**src/rtl/port_arbiter_pkg.sv**
```systemverilog
`default_nettype none
// +--------------------------------------------------------------------------+
// | Module      : port_arbiter_pkg                                           |
// | Description : Shared widths and FSM state encoding for port_arbiter.     |
// |               Carries the packet-buffer geometry (length field width,    |
// |               RAM depth) so the interface and the arbiter agree on it.   |
// | Revision    : 1.0 - initial release                                      |
// +--------------------------------------------------------------------------+
package port_arbiter_pkg;

  localparam int pFIFO_WIDTH = 10;                  // packet length field width
  localparam int pDEPTH_RAM  = 1024;                // packet RAM depth
  localparam int lpADDR_W    = $clog2(pDEPTH_RAM);  // start address width

  typedef enum logic [1:0] {
    lpIDLE     = 2'd0,
    lpGRANT    = 2'd1,
    lpWAIT_REQ = 2'd2,
    lpOUT      = 2'd3
  } state_t;

endpackage
`default_nettype wire

```
**src/rtl/port_arbiter_if.sv**
```systemverilog
`default_nettype none
// +--------------------------------------------------------------------------+
// | Module      : port_arbiter_if                                            |
// | Description : Bundle of ingress-port and copy-engine signals of the      |
// |               round-robin port arbiter.                                  |
// |   slave  modport : arbiter side                                          |
// |     in  i_pkt_pending, i_request, i_length, i_start_adress, i_ready      |
// |     out o_w_permition, o_valid, o_length, o_start_adress, o_port_num,    |
// |         o_timeout, o_spurious                                            |
// |   master modport : environment side (directions mirrored)                |
// | Revision    : 1.0 - initial release                                      |
// +--------------------------------------------------------------------------+
interface port_arbiter_if import port_arbiter_pkg::*; #(
  parameter int pPORTS  = 4,
  parameter int pFLEN_W = pFIFO_WIDTH,
  parameter int pADDR_W = lpADDR_W
);

  logic [pPORTS-1:0]         i_pkt_pending;
  logic [pPORTS-1:0]         i_request;
  logic [pPORTS*pFLEN_W-1:0] i_length;
  logic [pPORTS*pADDR_W-1:0] i_start_adress;
  logic [pPORTS-1:0]         o_w_permition;
  logic                      o_valid;
  logic                      i_ready;
  logic [pFLEN_W-1:0]        o_length;
  logic [pADDR_W-1:0]        o_start_adress;
  logic [$clog2(pPORTS)-1:0] o_port_num;
  logic                      o_timeout;
  logic                      o_spurious;

  modport slave (
    input  i_pkt_pending, i_request, i_length, i_start_adress, i_ready,
    output o_w_permition, o_valid, o_length, o_start_adress, o_port_num,
           o_timeout, o_spurious
  );

  modport master (
    output i_pkt_pending, i_request, i_length, i_start_adress, i_ready,
    input  o_w_permition, o_valid, o_length, o_start_adress, o_port_num,
           o_timeout, o_spurious
  );

endinterface
`default_nettype wire

```
**src/rtl/port_arbiter_rr_select.sv**
```systemverilog
`default_nettype none
// +--------------------------------------------------------------------------+
// | Module      : rr_select                                                  |
// | Description : Combinational round-robin priority search. Scans i_req     |
// |               starting at i_start and wrapping, returns the first set    |
// |               bit's index.                                               |
// |   in  i_req   [pPORTS]  request vector                                   |
// |   in  i_start [IDX_W]   index with highest priority                      |
// |   out o_idx   [IDX_W]   winner index (0 when nothing found)              |
// |   out o_found           at least one request bit set                     |
// | Revision    : 1.0 - initial release                                      |
// +--------------------------------------------------------------------------+
module rr_select #(
  parameter int pPORTS = 4,
  parameter int pIDX_W = $clog2(pPORTS)
) (
  input  logic [pPORTS-1:0] i_req,
  input  logic [pIDX_W-1:0] i_start,
  output logic [pIDX_W-1:0] o_idx,
  output logic              o_found
);

  logic [pIDX_W-1:0] w_k;

  always_comb begin
    o_found = 1'b0;
    o_idx   = '0;
    w_k     = '0;
    for (int i = 0; i < pPORTS; i++) begin
      // modulo keeps the wrap correct for non power-of-two port counts
      w_k = pIDX_W'((int'(i_start) + i) % pPORTS);
      if (!o_found && i_req[w_k]) begin
        o_found = 1'b1;
        o_idx   = w_k;
      end
    end
  end

endmodule
`default_nettype wire

```
**src/rtl/port_arbiter.sv**
```systemverilog
`default_nettype none
// +--------------------------------------------------------------------------+
// | Module      : port_arbiter                                               |
// | Description : Round-robin ingress arbiter. Grants one pending port with  |
// |               a one-cycle write-permission pulse, captures the packet    |
// |               descriptor from that port's request pulse and offers it    |
// |               to the copy engine over valid/ready. One descriptor in     |
// |               flight at a time; grants not answered within pTIMEOUT      |
// |               cycles are abandoned.                                      |
// |   in  iclk   clock, rising edge                                          |
// |   in  i_rst  asynchronous active-low reset                               |
// |   bus port_arbiter_if.slave (ingress ports + descriptor handshake)       |
// | Revision    : 1.0 - initial release                                      |
// +--------------------------------------------------------------------------+
module port_arbiter import port_arbiter_pkg::*; #(
  parameter int pPORTS   = 4,
  parameter int pTIMEOUT = 64
) (
  input  logic          iclk,
  input  logic          i_rst,
  port_arbiter_if.slave bus
);

  localparam int lpIDX_W = $clog2(pPORTS);
  localparam int lpCNT_W = $clog2(pTIMEOUT + 1);

  state_t               r_state,   w_state_nxt;
  logic [lpIDX_W-1:0]   r_last,    w_last_nxt;
  logic [lpIDX_W-1:0]   r_gnt,     w_gnt_nxt;
  logic [lpCNT_W-1:0]   r_cnt,     w_cnt_nxt;
  logic [pPORTS-1:0]    r_perm,    w_perm_nxt;
  logic                 r_valid,   w_valid_nxt;
  logic [pFIFO_WIDTH-1:0] r_length, w_length_nxt;
  logic [lpADDR_W-1:0]  r_addr,    w_addr_nxt;
  logic [lpIDX_W-1:0]   r_port,    w_port_nxt;
  logic                 r_timeout, w_timeout_nxt;
  logic                 r_spur,    w_spur_nxt;

  logic [lpIDX_W-1:0]   w_start;
  logic [lpIDX_W-1:0]   w_win;
  logic                 w_found;
  logic [pPORTS-1:0]    w_gnt_mask;
  logic                 w_req_hit;
  logic [lpCNT_W-1:0]   w_cnt_inc;

  assign w_start    = (r_last == lpIDX_W'(pPORTS - 1)) ? '0 : r_last + 1'b1;
  assign w_gnt_mask = pPORTS'(1) << r_gnt;
  assign w_req_hit  = |(bus.i_request & w_gnt_mask);
  assign w_cnt_inc  = r_cnt + 1'b1;

  rr_select #(.pPORTS(pPORTS), .pIDX_W(lpIDX_W)) u_rr_select (
    .i_req   (bus.i_pkt_pending),
    .i_start (w_start),
    .o_idx   (w_win),
    .o_found (w_found)
  );

  always_comb begin
    w_state_nxt   = r_state;
    w_last_nxt    = r_last;
    w_gnt_nxt     = r_gnt;
    w_cnt_nxt     = r_cnt;
    w_perm_nxt    = '0;
    w_valid_nxt   = r_valid;
    w_length_nxt  = r_length;
    w_addr_nxt    = r_addr;
    w_port_nxt    = r_port;
    w_timeout_nxt = 1'b0;
    // any request not from the current grant holder is flagged, whatever the state
    w_spur_nxt    = |(bus.i_request & ~w_gnt_mask);

    case (r_state)
      lpIDLE: begin
        if (w_found) begin
          w_gnt_nxt   = w_win;
          w_perm_nxt  = pPORTS'(1) << w_win;
          w_state_nxt = lpGRANT;
        end
      end
      lpGRANT: begin
        w_cnt_nxt   = '0;
        w_state_nxt = lpWAIT_REQ;
      end
      lpWAIT_REQ: begin
        w_cnt_nxt = w_cnt_inc;
        if (w_req_hit) begin
          w_length_nxt = bus.i_length[r_gnt*pFIFO_WIDTH +: pFIFO_WIDTH];
          w_addr_nxt   = bus.i_start_adress[r_gnt*lpADDR_W +: lpADDR_W];
          w_port_nxt   = r_gnt;
          w_last_nxt   = r_gnt;
          w_valid_nxt  = 1'b1;
          w_state_nxt  = lpOUT;
        end else if (w_cnt_inc == lpCNT_W'(pTIMEOUT - 1)) begin
          // counter reaching pTIMEOUT-1 lands the registered pulse exactly
          // pTIMEOUT cycles after the GRANT cycle
          w_timeout_nxt = 1'b1;
          w_last_nxt    = r_gnt;
          w_state_nxt   = lpIDLE;
        end
      end
      lpOUT: begin
        if (bus.i_ready) begin
          w_valid_nxt = 1'b0;
          w_state_nxt = lpIDLE;
        end
      end
      default: w_state_nxt = lpIDLE;
    endcase
  end

  always_ff @(posedge iclk or negedge i_rst) begin
    if (!i_rst) begin
      r_state   <= lpIDLE;
      r_last    <= lpIDX_W'(pPORTS - 1);  // port 0 gets first priority
      r_gnt     <= '0;
      r_cnt     <= '0;
      r_perm    <= '0;
      r_valid   <= 1'b0;
      r_length  <= '0;
      r_addr    <= '0;
      r_port    <= '0;
      r_timeout <= 1'b0;
      r_spur    <= 1'b0;
    end else begin
      r_state   <= w_state_nxt;
      r_last    <= w_last_nxt;
      r_gnt     <= w_gnt_nxt;
      r_cnt     <= w_cnt_nxt;
      r_perm    <= w_perm_nxt;
      r_valid   <= w_valid_nxt;
      r_length  <= w_length_nxt;
      r_addr    <= w_addr_nxt;
      r_port    <= w_port_nxt;
      r_timeout <= w_timeout_nxt;
      r_spur    <= w_spur_nxt;
    end
  end

  assign bus.o_w_permition  = r_perm;
  assign bus.o_valid        = r_valid;
  assign bus.o_length       = r_length;
  assign bus.o_start_adress = r_addr;
  assign bus.o_port_num     = r_port;
  assign bus.o_timeout      = r_timeout;
  assign bus.o_spurious     = r_spur;

endmodule
`default_nettype wire
```
**src/flat_wrapper.sv**
```systemverilog
// flat-port wrapper written by rule: the top's interface ports become plain ports
module port_arbiter_flat import port_arbiter_pkg::*;
#(
  parameter int pPORTS   = 4,
  parameter int pTIMEOUT = 64
)
  (iclk, i_rst, bus_i_pkt_pending, bus_i_request, bus_i_length, bus_i_start_adress, bus_i_ready, bus_o_w_permition, bus_o_valid, bus_o_length, bus_o_start_adress, bus_o_port_num, bus_o_timeout, bus_o_spurious);
  port_arbiter_if #(.pPORTS(pPORTS)) bus_i ();
  input  logic iclk;
  input  logic i_rst;
  input wire logic [$bits(bus_i.i_pkt_pending)-1:0] bus_i_pkt_pending;
  input wire logic [$bits(bus_i.i_request)-1:0] bus_i_request;
  input wire logic [$bits(bus_i.i_length)-1:0] bus_i_length;
  input wire logic [$bits(bus_i.i_start_adress)-1:0] bus_i_start_adress;
  input wire logic [$bits(bus_i.i_ready)-1:0] bus_i_ready;
  output wire logic [$bits(bus_i.o_w_permition)-1:0] bus_o_w_permition;
  output wire logic [$bits(bus_i.o_valid)-1:0] bus_o_valid;
  output wire logic [$bits(bus_i.o_length)-1:0] bus_o_length;
  output wire logic [$bits(bus_i.o_start_adress)-1:0] bus_o_start_adress;
  output wire logic [$bits(bus_i.o_port_num)-1:0] bus_o_port_num;
  output wire logic [$bits(bus_i.o_timeout)-1:0] bus_o_timeout;
  output wire logic [$bits(bus_i.o_spurious)-1:0] bus_o_spurious;
  assign bus_i.i_pkt_pending = bus_i_pkt_pending;
  assign bus_i.i_request = bus_i_request;
  assign bus_i.i_length = bus_i_length;
  assign bus_i.i_start_adress = bus_i_start_adress;
  assign bus_i.i_ready = bus_i_ready;
  assign bus_o_w_permition = bus_i.o_w_permition;
  assign bus_o_valid = bus_i.o_valid;
  assign bus_o_length = bus_i.o_length;
  assign bus_o_start_adress = bus_i.o_start_adress;
  assign bus_o_port_num = bus_i.o_port_num;
  assign bus_o_timeout = bus_i.o_timeout;
  assign bus_o_spurious = bus_i.o_spurious;
  port_arbiter #(.pPORTS(pPORTS), .pTIMEOUT(pTIMEOUT)) u_core (.iclk(iclk), .i_rst(i_rst), .bus(bus_i));
endmodule
```
**config.mk**
```make
export PLATFORM = sky130hd
export DESIGN_NAME = port_arbiter_flat
export DESIGN_NICKNAME = d
export VERILOG_FILES = /design/src/rtl/port_arbiter_pkg.sv /design/src/rtl/port_arbiter_if.sv /design/src/rtl/port_arbiter_rr_select.sv /design/src/rtl/port_arbiter.sv /design/src/flat_wrapper.sv
export SDC_FILE = /design/constraint.sdc
export NUM_CORES = 1
export LEC_CHECK = 0
export BUFFER_PORTS_ARGS = -buffer_cell sky130_fd_sc_hd__buf_2
export CAP_MARGIN = 5
export CORE_MARGIN = 5
export CORE_UTILIZATION = 50
export CTS_CLUSTER_DIAMETER = 30
export DETAILED_ROUTE_END_ITERATION = 8
export PLACE_DENSITY_LB_ADDON = 0.2
export RECOVER_POWER = 25
export SLEW_MARGIN = 10
export SYNTH_ARGS = -nofsm -noshare
export SYNTH_HDL_FRONTEND = slang
export SYNTH_SLANG_ARGS = --single-unit
```
**constraint.sdc**
```tcl
create_clock -name iclk -period 3 [get_ports iclk]
set_input_delay 0.6 -clock iclk [delete_from_list [all_inputs] [get_ports iclk]]
set_output_delay 0.6 -clock iclk [all_outputs]
set_load 0.05 [all_outputs]
```
==> flow_summary.yaml, run 1 <==
yosys:
  yosys.cell_types.count: 43
  synth-warning-count: 0
  yosysTopAreaCell: "dfrtp_1"
  synthesis.nets: 288
  synth-seq-area-share: 0.427
  synthArstFlopShare: 1.00
  synth_commonest_cells: "40 x dfrtp_1, 22 x mux2_2, 21 x mux4_2"
  synth_most_common_cell: "dfrtp_1"
  synth_area_leaders: "dfrtp_1 41%, mux4_2 19%, mux2_2 10%"
  yosys_most_used_dff: "dfrtp_1"
  synth_cells: 191
  synth_top_area_frac: 0.406
  syn_avg_cell_area_um2: 12.9
  synth-seq-cells: 42
  mappedNetlistArea_um2: 2460
  synth_edf_count: 0
sta:
  maxSlewViolCount: 0
  tns_ns: 0
  worst_pin_slew_ns: 0.926
  finalHoldViolations: 0
  setup_viol: 0
  post-route-min-period_ns: 1.98
  rsz0062_at_grt: "no"
  slew-limit-headroom: 0.383
  post-route-period-util: 0.659
  fmax_mhz: 506
  finClkSkew_ns: 0.00824
floorplan:
  die_h_um: 80.2
  fp-row-count: 25
  coreArea_um2: 4750
  dieArea_um2: 6430
  ios: 120
  die_x_um: 80.2
  start_util: 0.518
cts:
  ctsHoldBuffers: 0
  cts_setup_buffers: 0
  cts_buffers: 5
  clock-sinks: 42
  clock_path_buffers: 2
  cts_resized: 0
  cts_tree: "yes"
  cts-root-buf: "clkbuf_8"
  clock_latency_ns: 0.29
  h-tree-depth: 2
  path_clk_slew_ns: 0.08
route:
  drtPass1Iterations: 5
  route.final.wire_length_um: 6460
  ant_nets: 0
  drtIter0Drc: 77
  via_per_inst: 5.38
  drc: 0
  vias: 2027
  post_drt_wl_per_cell_um: 17.1
hold_path:
  hold_path_class: "input port to async pin"
power:
  pwr-share-seq: 0.270
  p_comb_frac: 0.599
  finalPower_uw: 3510
  power.switching_uw: 1630
  p_per_area_nw_per_um2: 1090
  power.leakage_uw: 0.00151
  p_int_uw: 1880
  switching_share: 0.465
  irDropWorstVdd_uv: 484
  power_frac_clock: 0.130
worst_setup_path:
  criticalPathCategory: "register to register"
  reg2reg_slack_ns: 1.02
  rr_worst_depth: 6
  worst_r2r_endpoint: "u_core.r_last[1]$_DFFE_PN1P_"
  crit_required_ns: 3.22
  worstSetupEndpointType: "register"
  crit_end: "u_core.r_last[1]$_DFFE_PN1P_"
  cp-start-kind: "register"
  reg2reg_from: "u_core.r_cnt[1]$_DFFE_PN0P_"
  cp.arrival_ns: 2.20
  startpoint: "u_core.r_cnt[1]$_DFFE_PN0P_"
  worstPathMaxFanout: 6
global_routing:
  use_met3: 0.0516
  met1_usage: 0.241
  antenna_found_initial: 0
  use_met2: 0.359
  grt_usage: 0.202
  gr-total-overflow: 0
  grt_max_degree: 43
  grt_pass1_wl_um: 10000
  first_global_vias: 2128
  grt_most_used_layer: "met2"
placement:
  dp_hpwl_um: 5090
  io_buffers: 119
  globalplace.congestion: 0.766
  postPlaceCellArea_um2: 3100
cells_and_area:
  n_fill_cell: 391
  final_area_um2: 3210
  syn2layout_area_growth_pct: 30.4
  nNetsFinal: 406
  drive_gt1_frac: 0.581
  antennaDiodeCount: 0
status:
  status: "complete, no violations"
flow_run:
  cap_violations: 0
[critical path, cell delays in order (launching register included)]
cell and delay, ns:
dfrtp_1 0.41, ha_1 0.26, nand3_2 0.13, o21a_1 0.23, nor4_4 0.41, o21ai_2 0.14
mux2_1 0.34
[how the worst min path moves through the flow]
| stage | startpoint | endpoint | cells after the start |
|---|---|---|---|
| 2_1_floorplan | i_rst | u_core.bus.o_length[0]$_DFFE_PN0P_ | 0 |
| 3_3_place_gp | u_core.bus.o_length[9]$_DFFE_PN0P_ | u_core.bus.o_length[9]$_DFFE_PN0P_ | 1 |
| 3_5_place_dp | u_core.bus.o_length[9]$_DFFE_PN0P_ | u_core.bus.o_length[9]$_DFFE_PN0P_ | 1 |
| 4_1_cts | i_rst | u_core.bus.o_length[0]$_DFFE_PN0P_ | 1 |
| 5_1_grt | i_rst | u_core.bus.o_start_adress[4]$_DFFE_PN0P_ | 1 |
| 6_report | i_rst | u_core.bus.o_length[0]$_DFFE_PN0P_ | 1 |
[cell families after synthesis]
| kind of cell | count (synthesis) | share of synthesized area |
|---|---|---|
| buf+inv | 23 | 0.0447 |
| compound gates | 31 | 0.0843 |
| simple gates | 39 | 0.0919 |
| mux | 48 | 0.314 |
| fa+ha+maj | 6 | 0.0305 |
| flops | 42 | 0.427 |
| xor+xnor | 2 | 0.00711 |
[metrics by stage]
step / setup slack, ns / hold slack (ns) / util / cells
after global routing: 0.863 / 0.517 / 0.676 / 377
final: 1.02 / 0.440 / 0.676 / 377
after global placement: 0.812 / 0.473 / 0.652 / 369
after floorplan: 1.17 / 0.304 / - / 191
after detailed placement: 0.796 / 0.480 / 0.652 / 369
after CTS: 0.996 / 0.466 / 0.676 / 377
[final cells by class]
class / instances / area, um^2 / area share
flip-flops and latches: 42 / 1050 / 0.328
repair buffers: 121 / 611 / 0.190
clock buffers: 7 / 86.3 / 0.0269
well taps: 67 / 83.8 / 0.0261
clock inverters: 1 / 30.0 / 0.00934
inverters: 13 / 48.8 / 0.0152
multi-input cells: 126 / 1300 / 0.405
[sequential cells by signal, indices dropped and copies added, names as in the netlist]
name                       flops
u_core.bus.o_w_permition       4
u_core.bus.o_spurious          1
u_core.r_last                  2
u_core.r_gnt                   2
u_core.r_cnt                   7
u_core.bus.o_port_num          2
u_core.bus.o_start_adress     10
u_core.bus.o_length           10
u_core.bus.o_timeout           1
u_core.r_state                 2
u_core.bus.o_valid             1
[layer usage]
| layer | vias up | share of wire |
|---|---|---|
| met1 | 986 | 0.40 |
| met4 | 0 | 0.015 |
| met3 | 11 | 0.074 |
| met2 | 72 | 0.51 |
| li1 | 958 | - |
| met5 | - | 0 |
[power by group through the flow]
stage	logic [uW]	registers, uW	clock network [uW]
floorplan	1060	1550	0
global placement	2070	940	0
detailed placement	2120	958	0
CTS	2130	948	469
global route	2250	979	492
finish	2100	950	458
[cell usage in the layout (no fill, tap or decap), types with 6 or more instances in the layout]
| cell type | count |
|---|---|
| o21ai_0 | 7 |
| mux4_2 | 21 |
| ha_1 | 6 |
| inv_1 | 13 |
| dfrtp_1 | 40 |
| a21oi_1 | 7 |
| mux2_2 | 22 |
| nand3_1 | 6 |
| buf_2 | 119 |
| clkbuf_8 | 6 |
| nor2_1 | 8 |
Note: power is estimated with default switching activity, not from simulation.
==> inputs of run 2 (changes only) <==
--- a/config.mk
+++ b/config.mk
@@ -5,10 +5,11 @@
 export SDC_FILE = /design/constraint.sdc
 export NUM_CORES = 1
 export LEC_CHECK = 0
+export ABC_AREA = 1
 export BUFFER_PORTS_ARGS = -buffer_cell sky130_fd_sc_hd__buf_2
 export CAP_MARGIN = 5
 export CORE_MARGIN = 5
-export CORE_UTILIZATION = 50
+export CORE_UTILIZATION = 43
 export CTS_CLUSTER_DIAMETER = 30
 export DETAILED_ROUTE_END_ITERATION = 8
 export PLACE_DENSITY_LB_ADDON = 0.2
==> constraint.sdc (replaced) <==
create_clock -name iclk -period 1.6 [get_ports iclk]
set_input_delay 0.32 -clock iclk [delete_from_list [all_inputs] [get_ports iclk]]
set_output_delay 0.32 -clock iclk [all_outputs]
set_load 0.05 [all_outputs]
==> flow_summary.yaml, run 2 <==
status:
  status: "finished, violations left"
  violations: "setup timing"
yosys:
  synth-seq-area-share: 0.386
  synth_area_leaders: "dfrtp_1 37%, nand3_1 12%, nand2_1 9.8%"
  yosys.cell_types.count: 28
  syn_avg_cell_area_um2: 7.66
  synthesis.nets: 453
  synth-warning-count: 0
  synth_edf_count: 0
  synthArstFlopShare: 1.00
  yosys_most_used_dff: "dfrtp_1"
  synth_commonest_cells: "71 x nand2_1, 63 x nand3_1, 40 x dfrtp_1"
  yosysTopAreaCell: "dfrtp_1"
  mappedNetlistArea_um2: 2730
  synth_cells: 356
  synth_most_common_cell: "nand2_1"
  synth-seq-cells: 42
  synth_top_area_frac: 0.367
power:
  pwr-share-seq: 0.198
  p_comb_frac: 0.724
  p_per_area_nw_per_um2: 2210
  switching_share: 0.543
  power.switching_uw: 5120
  irDropWorstVdd_uv: 1400
  p_int_uw: 4310
  power.leakage_uw: 0.00197
  power_frac_clock: 0.078
sta:
  finalHoldViolations: 0
  post-route-min-period_ns: 1.76
  post-route-period-util: 1.10
  tns_ns: -1.03
  slew-limit-headroom: 0.470
  rsz0062_at_grt: "yes"
  setup_viol: 8
  maxSlewViolCount: 0
  setup_slack_ns: -0.160
  finClkSkew_ns: 0.00760
  fmax_mhz: 568
  worst_pin_slew_ns: 0.795
route:
  drc: 0
  drtIter0Drc: 177
  post_drt_wl_per_cell_um: 16.0
  via_per_inst: 5.47
  ant_nets: 0
  vias: 3199
  drtPass1Iterations: 5
  route.final.wire_length_um: 9380
global_routing:
  gr-total-overflow: 0
  first_global_vias: 2811
  grt_max_degree: 41
  grt_usage: 0.195
  grt_pass1_wl_um: 12400
  antenna_found_initial: 0
worst_setup_path:
  cp_top_family: "simple AND/OR/NAND/NOR gates"
  cp_slowest_cell: "dfstp_2"
  reg2reg_from: "u_core.r_last[0]$_DFFE_PN1P_"
  crit_path_frequent_cell: "nor2_4"
  crit_chain: "ha_4 > inv_4 > buf_4 > nand3_1 > nand2_4 > nand3_2 > nor2_4 > nor2_4 > nand2_1 > o21ai_1"
  cp.arrival_ns: 1.95
  slowest_delay_ns: 0.57
  crit_required_ns: 1.79
  worstPathMaxFanout: 6
  worstSetupEndpointType: "register"
  startpoint: "u_core.r_last[0]$_DFFE_PN1P_"
  cp-start-kind: "register"
  crit_buf_inv: 2
  criticalPathCategory: "register to register"
hold_path:
  hp-start: "bus_i_request[2]"
  hold_path_class: "input port to register"
cells_and_area:
  final_cell_mix: "118 x buf_2, 59 x nand2_1, 55 x nand3_1"
  syn2layout_area_growth_pct: 56.7
  post-route-util: 0.681
  nNetsFinal: 604
  drive_gt1_frac: 0.535
  final_common_cell: "buf_2"
  n_fill_cell: 498
  final_area_um2: 4270
  multi_input_area_um2: 1890
  antennaDiodeCount: 0
  seqCellArea_um2: 1060
cts:
  clock-sinks: 42
  clock_latency_ns: 0.30
  clock_path_buffers: 2
  cts_tree: "yes"
  h-tree-depth: 2
  cts_buffers: 5
  cts-root-buf: "clkbuf_8"
  path_clk_slew_ns: 0.08
floorplan:
  start_util: 0.435
  ios: 120
  coreArea_um2: 6280
  fp-row-count: 29
  dieArea_um2: 8040
  die_x_um: 89.6
  die_h_um: 89.6
placement:
  dp_hpwl_um: 6250
  postPlaceCellArea_um2: 3600
  io_buffers: 119
  globalplace.congestion: 0.853
flow_run:
  cap_violations: 0
run 2: area by class of cell:
cell class	instances	area share
inverters	29	0.0266
flip-flops and latches	42	0.247
multi-input cells	267	0.443
repair buffers	162	0.239
clock buffers	6	0.0193
clock inverters	2	0.00293
well taps	77	0.0225
run 2: cell families (layout without fill, tap and decap cells):
| kind of cell | after synthesis | after routing | synth area share |
|---|---|---|---|
| AO/OA/AOI/OAI | 64 | 64 | 0.169 |
| XOR/XNOR | 3 | 3 | 0.00963 |
| adder cells (fa/ha/maj) | 6 | 6 | 0.0275 |
| buffers and inverters | 49 | 199 | 0.0794 |
| flip-flops | 42 | 42 | 0.386 |
| AND/OR/NAND/NOR | 192 | 194 | 0.328 |
run 2: power groups by stage:
stage | clock network (uW) | registers, uW | logic, uW
after floorplan | 0 | 2830 | 2920
after global placement | 0 | 1780 | 5390
after detailed placement | 0 | 1790 | 5480
after CTS | 741 | 1780 | 5720
after global routing | 786 | 1930 | 7340
final | 731 | 1870 | 6830
run 2: layer usage:
metal,vias up,global-route usage,wire length (um)
met3,5,0.0383,627
met1,1538,0.253,3900
met4,0,0.0487,59
met2,113,0.333,4790
met5,-,0,0
li1,1543,-,-
run 2: worst min-delay path: stages:
cell       delay, ns
buf_2           0.10
nand2_1         0.05
o2111ai_1       0.09
run 2: per-stage QoR:
stage          cells  hold WS (ns)  worst slack (ns)  power, uW
2_1_floorplan    356        0.0244            -0.120       5750
3_3_place_gp     565         0.241            -0.164       7180
3_5_place_dp     565         0.252            -0.214       7270
4_1_cts          575         0.296            -0.125       8240
5_1_grt          585         0.299            -0.278      10000
6_report         585         0.309            -0.160       9430
run 2: worst paths after layout:
check | slack (ns) | cells past startpoint | endpoint
setup reg to reg | -0.16 | 10 | u_core.r_gnt[1]$_DFFE_PN0P_
max in group asynchronous | 0.19 | 3 | u_core.r_last[1]$_DFFE_PN1P_
setup / recovery | -0.16 | 10 | u_core.r_gnt[1]$_DFFE_PN0P_
hold reg to reg | 0.50 | 2 | u_core.bus.o_port_num[1]$_DFFE_PN0P_
min in group asynchronous | 0.62 | 2 | u_core.bus.o_w_permition[1]$_DFF_PN0_
hold / removal | 0.31 | 3 | u_core.bus.o_spurious$_DFF_PN0_
run 2: repair_timing:
| item | in CTS | in global routing |
|---|---|---|
| gates resized for setup | 21 | 73 |
| gates cloned | 1 | 6 |
| hold buffers | 1 | 0 |
| endpoints found under the setup margin | 30 | 31 |
| pin swaps | 6 | 10 |
| endpoints found under the hold margin | 13 | 0 |
| setup buffers | 1 | 4 |
